<file path="src/rtl/gen_dec_pipe_top.sv">
// Parameterised one-hot/thermometer decoder behind a valid/ready slice with a one-entry skid.
// Latency 1 cycle; in_rdy is registered and drops only while both main and skid hold a word.
module gen_dec_pipe_top #(
  parameter int  DAT_OUT_W = 6,
  parameter int  MODE      = 0,
  localparam int DAT_IN_W  = $clog2(DAT_OUT_W)
) (
  input  logic                 clk,
  input  logic                 rst_n,
  input  logic                 in_vld,
  output logic                 in_rdy,
  input  logic [DAT_IN_W-1:0]  dat_in,
  input  logic                 en,
  output logic                 out_vld,
  input  logic                 out_rdy,
  output logic [DAT_OUT_W-1:0] dat_out,
  output logic                 out_err
);

  typedef enum logic [1:0] {
    S_EMPTY = 2'd0,
    S_ONE   = 2'd1,
    S_TWO   = 2'd2
  } state_t;

  state_t                 state;
  logic [DAT_OUT_W-1:0]   skid_dat;
  logic                   skid_err;
  logic [DAT_OUT_W-1:0]   dec_dat;
  logic                   dec_err;
  logic [31:0]            code;
  logic                   acc;
  logic                   pop;

  assign code = 32'(dat_in);
  assign acc  = in_vld & in_rdy;
  assign pop  = out_vld & out_rdy;

  // Codes past the top of a non-power-of-two width decode to zero and raise err.
  always_comb begin
    dec_dat = '0;
    dec_err = 1'b0;
    if (en) begin
      if (code >= 32'(DAT_OUT_W)) begin
        dec_err = 1'b1;
      end else begin
        for (int i = 0; i < DAT_OUT_W; i++) begin
          dec_dat[i] = (MODE == 0) ? (code == 32'(i)) : (32'(i) <= code);
        end
      end
    end
  end

  always_ff @(posedge clk or negedge rst_n) begin
    if (!rst_n) begin
      state    <= S_EMPTY;
      in_rdy   <= 1'b1;
      out_vld  <= 1'b0;
      dat_out  <= '0;
      out_err  <= 1'b0;
      skid_dat <= '0;
      skid_err <= 1'b0;
    end else begin
      case (state)
        S_EMPTY: begin
          if (acc) begin
            dat_out <= dec_dat;
            out_err <= dec_err;
            out_vld <= 1'b1;
            state   <= S_ONE;
          end
        end
        S_ONE: begin
          if (acc && !pop) begin
            skid_dat <= dec_dat;
            skid_err <= dec_err;
            in_rdy   <= 1'b0;
            state    <= S_TWO;
          end else if (pop && !acc) begin
            out_vld <= 1'b0;
            state   <= S_EMPTY;
          end else if (acc && pop) begin
            dat_out <= dec_dat;
            out_err <= dec_err;
          end
        end
        S_TWO: begin
          // in_rdy is low here, so the only event is draining skid into main.
          if (pop) begin
            dat_out <= skid_dat;
            out_err <= skid_err;
            in_rdy  <= 1'b1;
            state   <= S_ONE;
          end
        end
        default: begin
          state   <= S_EMPTY;
          in_rdy  <= 1'b1;
          out_vld <= 1'b0;
        end
      endcase
    end
  end

endmodule

</file>
<file path="config.mk">
export PLATFORM = sky130hd
export DESIGN_NAME = gen_dec_pipe_top
export DESIGN_NICKNAME = d
export VERILOG_FILES = /design/src/rtl/gen_dec_pipe_top.sv
export SDC_FILE = /design/constraint.sdc
export NUM_CORES = 1
export LEC_CHECK = 0
export CAP_MARGIN = 40
export CORE_MARGIN = 3
export CORE_UTILIZATION = 40
export DETAILED_ROUTE_END_ITERATION = 8
export PLACE_DENSITY_LB_ADDON = 0.2
export SYNTH_ARGS = -nofsm -noshare
export SYNTH_HDL_FRONTEND = slang
export SYNTH_SLANG_ARGS = --single-unit
</file>
<file path="constraint.sdc">
create_clock -name clk -period 2.95 [get_ports clk]
set_clock_uncertainty 0.1 [all_clocks]
set_input_delay 0.295 -clock clk [delete_from_list [all_inputs] [get_ports clk]]
set_output_delay 0.295 -clock clk [all_outputs]
set_load 0.02 [all_outputs]
</file>
==> results of run 1 <==
## metrics by stage
step | instance area (µm²) | power, mW | util, %
4_1_cts | 1110 | 0.407 | 54.5
2_1_floorplan | 898 | 0.256 | -
3_3_place_gp | 1090 | 0.274 | 53.2
3_5_place_dp | 1090 | 0.274 | 53.2
6_report | 1110 | 0.397 | 54.5
5_1_grt | 1110 | 0.413 | 54.5
## critical path: stages, from the launching register on
cell     delay, ps
dfstp_2        580
nand2_1         80
inv_1           80
ha_1           200
nor2_1          90
a31oi_4        320
mux2_2         380
## power breakdown
part | leakage [nW] | internal [mW] | switching [mW] | total [mW]
sequential | 0.248 | 0.247 | 0 | 0.247
combinational | 0.228 | 0.0106 | 0.0118 | 0.0224
clock | 0.0150 | 0.0527 | 0.0754 | 0.128
total | 0.491 | 0.310 | 0.0872 | 0.397
## cell type report
class / instances / area [µm²] / area share (%)
Sequential cell: 18 / 452 / 40.6
Multi-Input combinational cell: 68 / 425 / 38.2
Timing Repair Buffer: 17 / 168 / 15.1
Tap cell: 27 / 33.8 / 3.04
Clock buffer: 4 / 26.3 / 2.36
Inverter: 2 / 7.51 / 0.675
## synth_stat cells (2+ instances only)
master	count
nand2_1	22
dfrtp_1	17
o21ai_0	15
mux2_2	7
nor2b_1	4
ha_1	3
nand3_1	3
nor2_1	3
a21oi_1	2
buf_2	2
inv_1	2
nand3b_1	2
o41ai_1	2
## layout by cell type, fill, tap and decap left out
master,n
buf_4,1
nor2_1,3
inv_1,2
dfstp_2,1
and2_1,1
mux2_2,7
o21ai_0,15
clkbuf_4,3
nand3b_1,2
o2bb2ai_2,1
ha_1,3
and2b_1,1
nor2b_1,4
clkdlybuf4s50_1,16
nand3_1,3
o41ai_1,2
nand2_1,22
dfrtp_1,17
a21oi_1,2
a21o_1,1
a31oi_4,1
clkbuf_1,1
## worst min-delay path by stage
| stage | from | end | slack [ps] | depth (start not counted) |
|---|---|---|---|---|
| finish | rst_n | dat_out[0] | 350 | 1 |
| global route | rst_n | skid_dat[0] | 400 | 1 |
| CTS | rst_n | skid_dat[0] | 380 | 1 |
| detailed placement | skid_dat[4] | skid_dat[4] | 360 | 2 |
| global placement | skid_dat[4] | skid_dat[4] | 360 | 2 |
| floorplan | rst_n | dat_out[0] | -100 | 0 |
## flip-flops by register name, summed over array words and instances, names as in the netlist
name / cells
out_err: 1
skid_dat: 6
dat_out: 6
state: 2
out_vld: 1
in_rdy: 1
skid_err: 1
## per-layer routing
layer	global-route usage, %	part of all wire (%)	wire length, µm	vias up
met5	0	0	0	-
met4	5.11	1.7	29	0
met3	5.92	7.1	122	4
met2	25.5	47	806	24
met1	18.0	44	761	321
li1	-	-	-	349
## logic make-up (layout without fill, tap and decap cells)
| family | Yosys count | in the layout |
|---|---|---|
| AO/OA/AOI/OAI | 22 | 22 |
| multiplexers | 7 | 7 |
| AND/OR/NAND/NOR | 36 | 36 |
| buffers and inverters | 5 | 23 |
| flip-flops | 18 | 18 |
| adder cells (fa/ha/maj) | 3 | 3 |
==> load_flow_metrics.sql, run 1 <==
INSERT INTO impl_metrics (metric_group, metric, value, unit) VALUES
('outcome', 'status', 'complete, no violations', ''),
('logic_synthesis', 'post_synth_xor_area_fraction', '0', '%'),
('sta', 'maxClockFrequency', '516', 'MHz'),
('setup_path', 'r2r-end', 'dat_out[2]', ''),
('placement', 'placer_congestion_estimate', '0.695', ''),
('logic_synthesis', 'yosys.area_share.adder', '4.18', '%'),
('logic_synthesis', 'synth.area.mux_share', '8.77', '%'),
('clocking', 'cts.clk_slew.worst_paths', '100', 'ps'),
('setup_path', 'crit_path_start', 'in_rdy', ''),
('logic_synthesis', 'synthCells', '91', ''),
('clocking', 'clock_buffer_depth', '2', ''),
('setup_path', 'reg2reg_setup_slack', '1010', 'ps'),
('drt', 'antenna_left', '0', ''),
('logic_synthesis', 'simple_gate_area_share_of_the_yosys_netlist', '18.1', '%'),
('global_routing', 'grt_max_degree', '19', ''),
('floorplanning', 'start_util', '44.0', '%'),
('sta', 'period_minus_slack', '1940', 'ps'),
('logic_synthesis', 'synth.cell_area', '898', 'µm²'),
('sta', 'final-setup-viol-count', '0', ''),
('clocking', 'clockRootBuffer', 'clkbuf_4', ''),
('clocking', 'cts-hold-fix-buffers', '0', ''),
('cells_and_area', 'finalNonFillerCells', '136', ''),
('drt', 'drc', '0', ''),
('sta', 'worst_slew_pin_slew', '783', 'ps'),
('floorplanning', 'floorplan.core_area', '2040', 'µm²'),
('setup_path', 'worst_r2r_startpoint', 'in_rdy', ''),
('clocking', 'clkSinkCount', '18', ''),
('placement', 'post-place-ws', '735', 'ps'),
('setup_path', 'critical_path_arrival', '2030', 'ps'),
('drt', 'viasPerCell', '5.13', ''),
('floorplanning', 'floorplan.die.height', '53.4', 'µm'),
('global_routing', 'grt_pass1_vias', '720', ''),
('logic_synthesis', 'synth_edf_count', '0', ''),
('logic_synthesis', 'yosysUniqueCellTypes', '20', ''),
('global_routing', 'grt.overflow.total', '0', ''),
('clocking', 'cts_post_setup_buffers_inserted', '0', ''),
('sta', 'slew-limit-headroom', '47.6', '%'),
('drt', 'detailedRoute.firstIterationViolations', '18', ''),
('sta', 'timing.final.ws_setup', '1010', 'ps'),
('clocking', 'clkLatencyLatePin', '290', 'ps'),
('hold_path', 'hold_path.class', 'input port to asynchronous set/reset pin', ''),
('logic_synthesis', 'yosysTopAreaCellShare', '47.4', '%'),
('drt', 'wl_per_cell', '12.6', 'µm'),
('drt', 'num_vias', '698', ''),
('global_routing', 'grt_use_total', '15.4', '%'),
('floorplanning', 'floorplan.rows', '16', ''),
('drt', 'totalWireLength', '1.72', 'mm'),
('clocking', 'cts_buffers', '3', ''),
('setup_path', 'critical_path.endpoint', 'dat_out[2]', ''),
('setup_path', 'critical_path.endpoint_type', 'flip-flop', ''),
('logic_synthesis', 'synth_flop_cell', 'dfrtp_1', ''),
('logic_synthesis', 'synth.net_count', '102', ''),
('cells_and_area', 'areaGrowthSynthToFinish', '23.8', '%'),
('placement', 'place.detailed.instances', '132', ''),
('clocking', 'tritoncts_clock_tree', 'done', ''),
('global_routing', 'grt_first_pass_wirelength', '3.13', 'mm'),
('sta', 'setup_tns', '0', 'ps'),
('cells_and_area', 'diode_count', '0', ''),
('setup_path', 'worst_r2r_path_depth', '6', ''),
('cells_and_area', 'final.fill_count', '205', ''),
('clocking', 'htreeDepth', '1', ''),
('logic_synthesis', 'synth-warning-count', '0', ''),
('power_and_ir_drop', 'ir_worst_vdd', '0.000290', 'V'),
('global_routing', 'grt_antenna_before_repair', '0', ''),
('logic_synthesis', 'postSynth.asyncResetShare', '100', '%'),
('cells_and_area', 'final_nets', '121', ''),
('floorplanning', 'design.die.area', '2850', 'µm²'),
('clocking', 'post_cts_resize_count', '0', ''),
('placement', 'port_buffers', '16', ''),
('logic_synthesis', 'synth_top_cells_by_area', 'dfrtp_1 (47%), nand2_1 (9.2%), mux2_2 (8.8%)', ''),
('setup_path', 'setup.worst_path.class', 'flip-flop to flip-flop', '');
Power figures use the tool's default switching activity.
==> inputs of run 2 (changes only) <==
==> constraint.sdc (replaced) <==
create_clock -name clk -period 1.9 [get_ports clk]
set_clock_uncertainty 0.1 [all_clocks]
set_input_delay 0.19 -clock clk [delete_from_list [all_inputs] [get_ports clk]]
set_output_delay 0.19 -clock clk [all_outputs]
set_load 0.02 [all_outputs]
==> run 2 against run 1 <==
  * Core utilization up 6.1 points
  * Critical path depth up 1
  * Die area unchanged
  * Largest cell class is now multi-input combinational cells
==> load_flow_metrics.sql, run 2 (synthesized netlist as in run 1, its figures left out) <==
INSERT INTO impl_metrics (metric_group, metric, value, unit) VALUES
('sta', 'period_minus_slack', '1840', 'ps'),
('power_and_ir_drop', 'p_int', '484', 'µW'),
('outcome', 'status', 'complete, no violations', ''),
('setup_path', 'critical_path.startpoint_type', 'flip-flop', ''),
('cells_and_area', 'final.fill_count', '180', ''),
('hold_path', 'hold_path.class', 'input port to asynchronous set/reset pin', ''),
('cells_and_area', 'areaGrowthSynthToFinish', '37.7', '%'),
('power_and_ir_drop', 'cellPowerDensity', '497', 'nW/µm²'),
('floorplanning', 'die-width', '53.4', 'µm'),
('sta', 'final.period_utilization', '96.7', '%'),
('global_routing', 'grt_antenna_before_repair', '0', ''),
('power_and_ir_drop', 'switching_power', '132', 'µW'),
('setup_path', 'timing.critical_path.required', '1980', 'ps'),
('cells_and_area', 'post_route_cells_drive_above_1_share', '23.8', '%'),
('drt', 'antenna_left', '0', ''),
('floorplanning', 'start_util', '44.0', '%'),
('global_routing', 'grt_use_total', '15.4', '%'),
('sta', 'worst_slew_pin_slew', '338', 'ps'),
('clocking', 'htreeDepth', '1', ''),
('clocking', 'cts.clk_slew.worst_paths', '100', 'ps'),
('global_routing', 'grt_max_degree', '16', ''),
('power_and_ir_drop', 'sw_frac_of_total', '21.4', '%'),
('floorplanning', 'floorplan.core_area', '2040', 'µm²'),
('floorplanning', 'floorplan.rows', '16', ''),
('clocking', 'clock_buffer_depth', '2', ''),
('sta', 'final-setup-viol-count', '0', ''),
('cells_and_area', 'finalNonFillerCells', '149', ''),
('clocking', 'clockRootBuffer', 'clkbuf_4', ''),
('clocking', 'tritoncts_clock_tree', 'done', ''),
('placement', 'placer_congestion_estimate', '0.753', ''),
('setup_path', 'setup.worst_path.class', 'flip-flop to flip-flop', ''),
('setup_path', 'biggest_fanout_along_the_worst_timing_path', '4', ''),
('clocking', 'cts-hold-fix-buffers', '0', ''),
('drt', 'detailedRoute.firstIterationViolations', '16', ''),
('cells_and_area', 'final_design_area_no_fill', '1240', 'µm²'),
('global_routing', 'grt.overflow.total', '0', ''),
('drt', 'drt_pass1_iterations', '4', ''),
('setup_path', 'worst_r2r_path_depth', '7', ''),
('sta', 'maxClockFrequency', '545', 'MHz'),
('cells_and_area', 'regs_by_ff_count', 'dat_out (6), skid_dat (6), state (2)', ''),
('cells_and_area', 'final_nets', '134', ''),
('clocking', 'clkSinkCount', '18', ''),
('run', 'max-cap-violations', '0', ''),
('drt', 'totalWireLength', '1.85', 'mm'),
('power_and_ir_drop', 'pwr-share-comb', '6.3', '%'),
('global_routing', 'grt_pass1_vias', '769', ''),
('drt', 'num_vias', '743', ''),
('power_and_ir_drop', 'total_power', '615', 'µW'),
('global_routing', 'grt_first_pass_wirelength', '3.24', 'mm'),
('sta', 'report.final.slew_viol_count', '0', ''),
('placement', 'place.detailed.instances', '142', ''),
('drt', 'drc', '0', ''),
('cells_and_area', 'layout.cells.most_common', 'nand2_1', ''),
('setup_path', 'critical_path_arrival', '1910', 'ps'),
('power_and_ir_drop', 'total_leakage_power', '0.574', 'nW'),
('sta', 'timing_hold_violations_final', '0', ''),
('drt', 'wl_per_cell', '12.4', 'µm'),
('clocking', 'cts_buffers', '3', ''),
('floorplanning', 'top_level_ports', '17', ''),
('power_and_ir_drop', 'seq_power_share', '62.2', '%'),
('clocking', 'clkLatencyLatePin', '280', 'ps'),
('power_and_ir_drop', 'ir_worst_vdd', '0.000498', 'V'),
('floorplanning', 'floorplan.die.height', '53.4', 'µm'),
('sta', 'slew-limit-headroom', '77.2', '%'),
('drt', 'viasPerCell', '4.99', ''),
('power_and_ir_drop', 'clockPowerShare', '31.5', '%'),
('placement', 'hpwlAfterDp', '1.36', 'mm'),
('placement', 'postPlaceCellArea', '1160', 'µm²'),
('setup_path', 'critical_path.endpoint_type', 'flip-flop', ''),
('cells_and_area', 'diode_count', '0', ''),
('cells_and_area', 'most_used_cells_in_the_layout_excluding_fill_and_tap_cells', 'nand2_1 (22), dfrtp_1 (17), clkdlybuf4s50_1 (16), o21ai_0 (15), buf_4 (14)', ''),
('sta', 'setup_tns', '0', 'ps'),
('floorplanning', 'design.die.area', '2850', 'µm²'),
('placement', 'port_buffers', '16', '');
==> run 2: cell count changes in the layout (fill, tap and decap cells not counted), sizes merged <==
cell  delta
buf     +13
==> run 2: critical path, cell delays in order, from the launching register on <==
cell,delay [ps]
dfstp_2,540
nand2_1,60
buf_4,130
ha_1,200
nor2_2,130
a31oi_4,100
buf_4,170
mux2_4,300
==> run 2: path summary, 6_finish.rpt <==
path,startpoint,endpoint,slack [ps]
max in group asynchronous,rst_n,skid_dat[4],1170
worst min register to register,skid_dat[0],skid_dat[0],390
worst max register to register,in_rdy,dat_out[1],60
min in group clk,skid_dat[0],skid_dat[0],390
worst min-delay path,rst_n,skid_dat[5],60
worst max-delay path,in_rdy,dat_out[1],60
==> run 2: through the flow <==
step | worst slack, ps | util [%] | hold slack [ps]
after floorplan | 28.7 | - | -206
after global placement | -79.2 | 56.9 | 361
after detailed placement | -104 | 56.9 | 372
after CTS | 61.0 | 58.1 | 66.2
after global routing | -24.6 | 60.6 | 74.7
final | 63.6 | 60.6 | 60.8
==> run 2: layer usage <==
layer	part of all wire (%)	GRT usage [%]	vias up	wire, µm
met5	0	0	-	0
met4	0.54	4.26	0	10
met3	4.8	3.94	2	88
met2	46	26.3	19	854
met1	49	18.9	350	899
li1	-	-	372	-
==> run 2: power by group through the flow <==
stage	registers, mW	logic (mW)	clock network (mW)
6_report	0.383	0.0385	0.194
5_1_grt	0.383	0.0432	0.222
4_1_cts	0.383	0.0389	0.204
3_5_place_dp	0.390	0.0386	0
3_3_place_gp	0.390	0.0382	0
2_1_floorplan	0.390	0.00757	0
==> run 2: area by class of cell <==
class / instances / area, µm² / share of cell area, %
multi-input cells: 68 / 453 / 36.6
clock buffers: 4 / 26.3 / 2.12
well taps: 27 / 33.8 / 2.73
inverters: 2 / 7.51 / 0.607
repair buffers: 30 / 265 / 21.4
flip-flops and latches: 18 / 452 / 36.5
==> run 2: repair_timing <==
action / 4_1_cts / 5_1_grt
gates resized for setup: 0 / 8
endpoints found under the hold margin: 0 / 0
endpoints found under the setup margin: 0 / 7
setup buffers: 0 / 3
